--- src/rtl/seq_gen_serial.sv ---
// Serial pattern transmitter: repeats a PAT_W-bit pattern MSB-first into a
// sequence detector, with optional idle gaps and a mark on each final bit.
module seq_gen_serial #(
  parameter int PAT_W = 5,
  parameter int CNT_W = 8,
  parameter int GAP_W = 4
) (
  input  logic             clk_i,
  input  logic             rst_i,
  input  logic             start_i,
  input  logic             abort_i,
  input  logic [PAT_W-1:0] pattern_i,
  input  logic [CNT_W-1:0] count_i,
  input  logic [GAP_W-1:0] gap_i,
  output logic             d_o,
  output logic             valid_o,
  output logic             mark_o,
  output logic             busy_o,
  output logic             done_o
);

  localparam int BW = (PAT_W > 1) ? $clog2(PAT_W) : 1;
  localparam logic [BW-1:0] TOP = BW'(PAT_W - 1);

  typedef enum logic [1:0] {IDLE, SEND, GAP} state_t;

  typedef struct packed {
    logic [PAT_W-1:0] pat;
    logic [GAP_W-1:0] gap;
  } cfg_t;

  state_t           state_q, state_n;
  cfg_t             cfg_q, cfg_n;
  logic [CNT_W-1:0] rep_q, rep_n;
  logic [GAP_W-1:0] gcnt_q, gcnt_n;
  logic [BW-1:0]    bit_q, bit_n;
  logic             done_n, d_n, valid_n, mark_n, busy_n;

  // Outputs are registered copies of what the next state implies, so the
  // stream lines up with the state that produced it and no input leaks out.
  always_ff @(posedge clk_i or negedge rst_i) begin
    if (!rst_i) begin
      state_q <= IDLE;
      cfg_q   <= '0;
      rep_q   <= '0;
      gcnt_q  <= '0;
      bit_q   <= '0;
      d_o     <= 1'b0;
      valid_o <= 1'b0;
      mark_o  <= 1'b0;
      busy_o  <= 1'b0;
      done_o  <= 1'b0;
    end else begin
      state_q <= state_n;
      cfg_q   <= cfg_n;
      rep_q   <= rep_n;
      gcnt_q  <= gcnt_n;
      bit_q   <= bit_n;
      d_o     <= d_n;
      valid_o <= valid_n;
      mark_o  <= mark_n;
      busy_o  <= busy_n;
      done_o  <= done_n;
    end
  end

  always_comb begin
    state_n = state_q;
    cfg_n   = cfg_q;
    rep_n   = rep_q;
    gcnt_n  = gcnt_q;
    bit_n   = bit_q;
    done_n  = 1'b0;
    case (state_q)
      IDLE: begin
        // abort is meaningless here, so a simultaneous start simply wins
        if (start_i) begin
          cfg_n.pat = pattern_i;
          cfg_n.gap = gap_i;
          rep_n     = count_i;
          bit_n     = TOP;
          gcnt_n    = '0;
          if (count_i != '0) state_n = SEND;
          else               done_n  = 1'b1;
        end
      end
      SEND: begin
        if (abort_i) begin
          state_n = IDLE;
          rep_n   = '0;
          bit_n   = '0;
          gcnt_n  = '0;
        end else if (bit_q == '0) begin
          rep_n = rep_q - CNT_W'(1);
          bit_n = TOP;
          if (rep_q == CNT_W'(1)) begin
            state_n = IDLE;
            bit_n   = '0;
            done_n  = 1'b1;
          end else if (cfg_q.gap != '0) begin
            state_n = GAP;
            gcnt_n  = cfg_q.gap;
          end
        end else begin
          bit_n = bit_q - BW'(1);
        end
      end
      GAP: begin
        if (abort_i) begin
          state_n = IDLE;
          rep_n   = '0;
          bit_n   = '0;
          gcnt_n  = '0;
        end else if (gcnt_q <= GAP_W'(1)) begin
          state_n = SEND;
          bit_n   = TOP;
          gcnt_n  = '0;
        end else begin
          gcnt_n = gcnt_q - GAP_W'(1);
        end
      end
      default: state_n = IDLE;
    endcase
  end

  always_comb begin
    valid_n = (state_n == SEND);
    d_n     = valid_n & cfg_n.pat[bit_n];
    mark_n  = valid_n && (bit_n == '0);
    busy_n  = (state_n != IDLE);
  end

endmodule

--- config.mk ---
export PLATFORM = sky130hd
export DESIGN_NAME = seq_gen_serial
export DESIGN_NICKNAME = d
export VERILOG_FILES = /design/src/rtl/seq_gen_serial.sv
export SDC_FILE = /design/constraint.sdc
export NUM_CORES = 1
export LEC_CHECK = 0
export ABC_CLOCK_PERIOD_IN_PS = 5000
export BUFFER_PORTS_ARGS = -buffer_cell sky130_fd_sc_hd__clkbuf_2
export CAP_MARGIN = 25
export CORE_UTILIZATION = 60
export CTS_CLUSTER_SIZE = 25
export DETAILED_ROUTE_END_ITERATION = 8
export GPL_ROUTABILITY_DRIVEN = 0
export GPL_TIMING_DRIVEN = 1
export PLACE_DENSITY = 0.83
export SLEW_MARGIN = 5
export SYNTH_ARGS = -nofsm -noshare
export SYNTH_HDL_FRONTEND = slang
export SYNTH_SLANG_ARGS = --single-unit
--- constraint.sdc ---
create_clock -name clk_i -period 5 [get_ports clk_i]
set_input_delay 0.5 -clock clk_i [delete_from_list [all_inputs] [get_ports clk_i]]
set_output_delay 0.5 -clock clk_i [all_outputs]
set_load 0.02 [all_outputs]
==> impl_metrics.yaml, run 1 <==
run_status:
  outcome: "completed"
route:
  detail-route-antenna-nets: 0
  dr_total_vias: 1473
  drt_pre_antenna_iters: 4
  wirelength_mm: 3.673
  drc_errors: 0
  wl_per_cell_um: 15.37
  drt_iter0_drc: 101
  viasPerCell: 6.163
clock_tree:
  clock-sinks: 31
  hold_buffers: 0
  cts_tree: "built"
  numCtsBuffers: 5
  post_cts_resized: 0
  path_clk_slew_ns: 0.09
  clkLatencyLatePin_ns: 0.33
  htree_levels: 2
  clock-root-buffer: "clkbuf_4"
  postCtsSetupBuffers: 0
  clock_path_buffers: 2
critical_path:
  reg2reg_to: "rep_q[0]"
  critPathLaunchType: "flip-flop"
  end_kind: "flip-flop"
  rr_worst_depth: 6
  worstPathArrival_ns: 2.58
  worstPathMaxFanout: 16
  ff2ff_setup_slack_ns: 2.61
  crit_type: "reg -> reg"
  worstReg2RegStart: "state_q[0]"
  crit_required_ns: 5.18
  crit_start: "state_q[0]"
synthesis:
  postSynthRegisterBits: 31
  avgSynthCellArea_sq_um: 9.699
  synth_compound_area_share_pct: 22.02
  synth_cells: 181
  yosysUniqueCellTypes: 45
  yosysSeqAreaShare_pct: 44.19
  yosys-mux-area-fraction_pct: 7.484
  synth_warnings: 0
  netlist_top_cells_area: "dfrtp_1, mux2_2, ha_1"
  synth_area_sq_um: 1755
  synth_ff_type: "dfrtp_1"
  async_flop_share_pct: 100.0
  yosysMostFrequentCell: "dfrtp_1"
  synth-simple-area-share_pct: 15.68
  syn_nets: 210
  synth_top_area_share_pct: 44.19
  synthTopCellsByCount: "dfrtp_1, o21ai_1, a21oi_1, inv_1"
  synth_xor_area_share_pct: 0.4989
  synth_edf_count: 0
  synth_top_cell_by_area: "dfrtp_1"
  synthAdderAreaFrac_pct: 5.702
  synth_top_family_by_area: "compound AO/OA/AOI/OAI gates"
timing:
  setup_tns_ns: 0
  finalHoldViolCount: 0
  setup_viol: 0
  drv_slew: 0
  fin_crit_ns: 2.394
  worst_hold_slack_ns: 0.2167
  rsz0062_at_grt: "no"
  period_share_pct: 47.88
  worst_pin_slew_ns: 1.009
  fmax_mhz: 417.7
  finClkSkew_ns: 0.002970
  slew_headroom_pct: 32.25
place:
  portBuffers: 25
  place_hpwl_mm: 2.695
pwr:
  power_density_nw_per_um2: 678.4
  ir_drop_mv: 0.5232
  total_power_mw: 1.329
  power.leakage_nw: 0.8963
grt:
  grt_pass1_wl_mm: 6.203
  grt_max_degree: 32
  antenna_found_initial: 0
  grtUsageTotal_pct: 25.56
  grt_pass1_vias: 1401
  overflow: 0
final_layout:
  area_growth_syn_to_layout_pct: 11.62
  layout.nets: 236
  drive_gt1_share_pct: 23.08
  diodes: 0
floorplan:
  die_y_um: 56.09
  start_util_pct: 63.66
  io_pins: 26
  num_rows: 19
  die_area_sq_um: 3146
  fp.coreArea_sq_um: 2758
  fp.dieW_um: 56.09
min_path:
  hp-class: "in -> async"
flow_run:
  cap_viol_max_count: 0
routing by layer:
layer | routed length (um) | GRT usage [%]
met1 | 1618 | 32.42
met2 | 1766 | 41.67
met3 | 206 | 7.209
met4 | 81 | 9.408
met5 | 0 | 0
metrics by stage:
| step | instances | util, % | cell area, sq um | setup WS, ns |
|---|---|---|---|---|
| floorplan | 181 | - | 1755 | 3.072 |
| global placement | 231 | 68.56 | 1891 | 2.798 |
| detailed placement | 231 | 68.56 | 1891 | 2.732 |
| CTS | 239 | 71.05 | 1959 | 2.692 |
| global route | 239 | 71.05 | 1959 | 2.475 |
| finish | 239 | 71.05 | 1959 | 2.606 |
sequential cells by signal (all words and copies together) (netlist names):
register and cells:
mark_o 1, rep_q 8, busy_o 1, bit_q 3, cfg_q 9, valid_o 1
state_q 2, gcnt_q 4, done_o 1, d_o 1
report_power, final:
part           total, mW  switching (mW)  internal (mW)
registers          0.448          0.0832          0.365
clock network      0.163          0.0807         0.0826
logic              0.717           0.424          0.294
total               1.33           0.587          0.742
cell type report:
type | count | area [sq um]
Multi-Input combinational cell | 131 | 902.1
Fill cell | 209 | 798.3
Sequential cell | 31 | 775.7
Timing Repair Buffer | 25 | 125.1
Clock buffer | 8 | 68.82
Inverter | 13 | 48.80
Tap cell | 31 | 38.79
worst max path at each step:
| stage | endpoint | slack [ns] |
|---|---|---|
| detailed placement | d_o | 2.73 |
| finish | rep_q[0] | 2.61 |
| floorplan | d_o | 3.07 |
| global placement | d_o | 2.80 |
| CTS | rep_q[0] | 2.69 |
| global route | rep_q[0] | 2.47 |
logic make-up (layout without fill, tap and decap cells):
group,Yosys count,in the layout
AOI/OAI and AO/OA,58,58
and+or+nand+nor,52,52
DFF,31,31
buffers and inverters,19,46
muxes,12,12
adders and majority gates,8,8
xor gates and xnor gates,1,1
critical path, stage by stage (launching register included):
cell and delay, ns:
dfrtp_1 0.44, inv_1 0.09, ha_1 0.29, a21oi_1 0.49
o21ai_1 0.50, a211oi_1 0.37, a21oi_1 0.06
cell usage in the layout (no fill, tap or decap), types with 2 or more instances in the layout:
cell type  Yosys  final
dfrtp_1       31     31
clkbuf_2       0     25
o21ai_1       15     15
inv_1         13     13
a21oi_1       13     13
nand2_1       12     12
nor2_1        12     12
mux2_2         9      9
ha_1           8      8
nor4_1         5      5
a22oi_1        5      5
clkbuf_4       0      5
a31oi_1        4      4
or2_1          3      3
nand2b_1       3      3
mux2i_1        3      3
o31ai_1        3      3
nor2b_1        2      2
and3_1         2      2
nand4_1        2      2
nand3b_1       2      2
o32ai_1        2      2
nand3_1        2      2
nor3_1         2      2
a32oi_1        2      2
clkbuf_8       0      2
Power figures use the tool's default switching activity.
==> inputs of run 2 (changes only) <==
--- a/config.mk
+++ b/config.mk
@@ -5,15 +5,15 @@
 export SDC_FILE = /design/constraint.sdc
 export NUM_CORES = 1
 export LEC_CHECK = 0
-export ABC_CLOCK_PERIOD_IN_PS = 5000
+export ABC_CLOCK_PERIOD_IN_PS = 2400
 export BUFFER_PORTS_ARGS = -buffer_cell sky130_fd_sc_hd__clkbuf_2
 export CAP_MARGIN = 25
-export CORE_UTILIZATION = 60
+export CORE_UTILIZATION = 56
 export CTS_CLUSTER_SIZE = 25
 export DETAILED_ROUTE_END_ITERATION = 8
 export GPL_ROUTABILITY_DRIVEN = 0
 export GPL_TIMING_DRIVEN = 1
-export PLACE_DENSITY = 0.83
+export PLACE_DENSITY = 0.79
 export SLEW_MARGIN = 5
 export SYNTH_ARGS = -nofsm -noshare
 export SYNTH_HDL_FRONTEND = slang
==> constraint.sdc (replaced) <==
create_clock -name clk_i -period 2.4 [get_ports clk_i]
set_input_delay 0.24 -clock clk_i [delete_from_list [all_inputs] [get_ports clk_i]]
set_output_delay 0.24 -clock clk_i [all_outputs]
set_load 0.02 [all_outputs]
==> impl_metrics.yaml, run 2 (same netlist as run 1, synthesis figures left out) <==
run_status:
  outcome: "completed"
timing:
  rsz0062_at_grt: "no"
  finClkSkew_ns: 0.01247
  finalHoldViolCount: 0
  setup_tns_ns: 0
  setup_viol: 0
  slew_headroom_pct: 49.56
  drv_slew: 0
  fmax_mhz: 464.5
  worst_pin_slew_ns: 0.7566
  worst_hold_slack_ns: 0.1367
  period_share_pct: 89.70
  fin_crit_ns: 2.153
critical_path:
  critPathLaunchType: "flip-flop"
  reg2reg_to: "d_o"
  cp_cell_sequence: "inv_1 > ha_1 > or2_1 > a21o_1 > a31oi_2 > mux2i_1 > mux2i_1 > o211a_1"
  worstPathArrival_ns: 2.37
  crit_end: "d_o"
  end_kind: "flip-flop"
  worstPathMaxFanout: 6
  path_buf_inv: 1
  crit_path_max_incr_delay_ns: 0.41
  crit_type: "reg -> reg"
  cpLargestDelayFamily: "compound AO/OA/AOI/OAI gates"
  cpMostUsedCell: "mux2i_1"
  crit_required_ns: 2.62
  crit_start: "gcnt_q[0]"
  rr_worst_depth: 8
  critPathSlowestCell: "dfrtp_1"
  worstReg2RegStart: "gcnt_q[0]"
  worst-path-stages: 8
  ff2ff_setup_slack_ns: 0.25
grt:
  grt_max_degree: 32
  grt_pass1_vias: 1469
  antenna_found_initial: 0
  grt_pass1_wl_mm: 6.541
  grtUsageTotal_pct: 25.86
  overflow: 0
floorplan:
  fp.coreArea_sq_um: 2853
  num_rows: 19
  start_util_pct: 61.54
  die_area_sq_um: 3363
  io_pins: 26
  die_y_um: 57.99
  fp.dieW_um: 57.99
clock_tree:
  htree_levels: 2
  post_cts_resized: 0
  numCtsBuffers: 5
  path_clk_slew_ns: 0.10
  cts_tree: "built"
  clkLatencyLatePin_ns: 0.33
  clock-sinks: 31
  clock_path_buffers: 2
  clock-root-buffer: "clkbuf_4"
  postCtsSetupBuffers: 0
  hold_buffers: 1
final_layout:
  diodes: 0
  layout.nets: 240
  layout_commonest_cell: "dfrtp_1"
  fill_cells: 218
  max_flop_register: "cfg_q"
  drive_gt1_share_pct: 23.58
  fin_area_sq_um: 1973
  largestRegisters: "cfg_q: 9 flops, rep_q: 8 flops, gcnt_q: 4 flops"
  area_growth_syn_to_layout_pct: 12.40
  layout_common_cells: "dfrtp_1, clkbuf_2, o21ai_1"
  largest_reg_flops: 9
route:
  drt_pre_antenna_iters: 4
  wl_per_cell_um: 15.83
  drc_errors: 0
  wirelength_mm: 3.847
  viasPerCell: 5.988
  drt_iter0_drc: 115
  dr_total_vias: 1455
  detail-route-antenna-nets: 0
pwr:
  total_power_mw: 2.760
  power.leakage_nw: 0.9059
  ir_drop_mv: 0.7619
  power_density_nw_per_um2: 1399
place:
  portBuffers: 25
  place_hpwl_mm: 2.896
  dpl_cell_area_sq_um: 1913
flow_run:
  cap_viol_max_count: 0
min_path:
  hp-class: "in -> reg"
-- run 2: changes by cell type in the layout (fill, tap and decap cells not counted) --
| cell | delta |
|---|---|
| clkinv_2 | +1 |
| buf_4 | +3 |
| clkbuf_1 | +1 |
| clkbuf_8 | -2 |
| dlygate4sd3_1 | +1 |
-- run 2: final cells by class --
cell class              instances  area, sq um  share of cell area (%)
clock buffers                   7        45.04                   2.283
clock inverters                 1        5.005                  0.2536
inverters                      13        48.80                   2.473
multi-input cells             131        902.1                   45.72
flip-flops and latches         31        775.7                   39.32
well taps                      31        38.79                   1.966
repair buffers                 29        157.7                   7.990
-- run 2: power by group --
| part | leakage (nW) | switching (mW) | internal, mW | total, mW |
|---|---|---|---|---|
| Clock | 0.0293 | 0.168 | 0.114 | 0.282 |
| Sequential | 0.390 | 0.181 | 0.761 | 0.942 |
| Combinational | 0.486 | 0.886 | 0.649 | 1.54 |
| Total | 0.906 | 1.24 | 1.52 | 2.76 |
-- run 2: worst min path at each step --
stage | startpoint | end | slack (ns) | cells past startpoint
6_report | gap_i[2] | cfg_q[2] | 0.14 | 2
4_1_cts | gap_i[2] | cfg_q[2] | 0.13 | 2
3_5_place_dp | rst_i | rep_q[4] | 0.34 | 1
3_3_place_gp | rst_i | rep_q[6] | 0.33 | 1
5_1_grt | gap_i[3] | cfg_q[3] | 0.13 | 2
2_1_floorplan | rst_i | bit_q[0] | -0.06 | 0
-- run 2: metrics by stage --
step / instances / util [%] / setup WS, ns
6_report: 243 / 69.17 / 0.2472
5_1_grt: 243 / 69.17 / 0.1119
4_1_cts: 243 / 69.17 / 0.2694
3_5_place_dp: 234 / 67.06 / 0.2758
3_3_place_gp: 234 / 67.06 / 0.3760
2_1_floorplan: 181 / - / 0.4722
-- run 2: layer usage --
layer	global-route usage, %	vias up	routed length, um
met5	0	-	0
li1	-	725	-
met1	35.40	686	1779
met3	6.027	7	175
met4	10.20	0	43
met2	40.07	37	1849
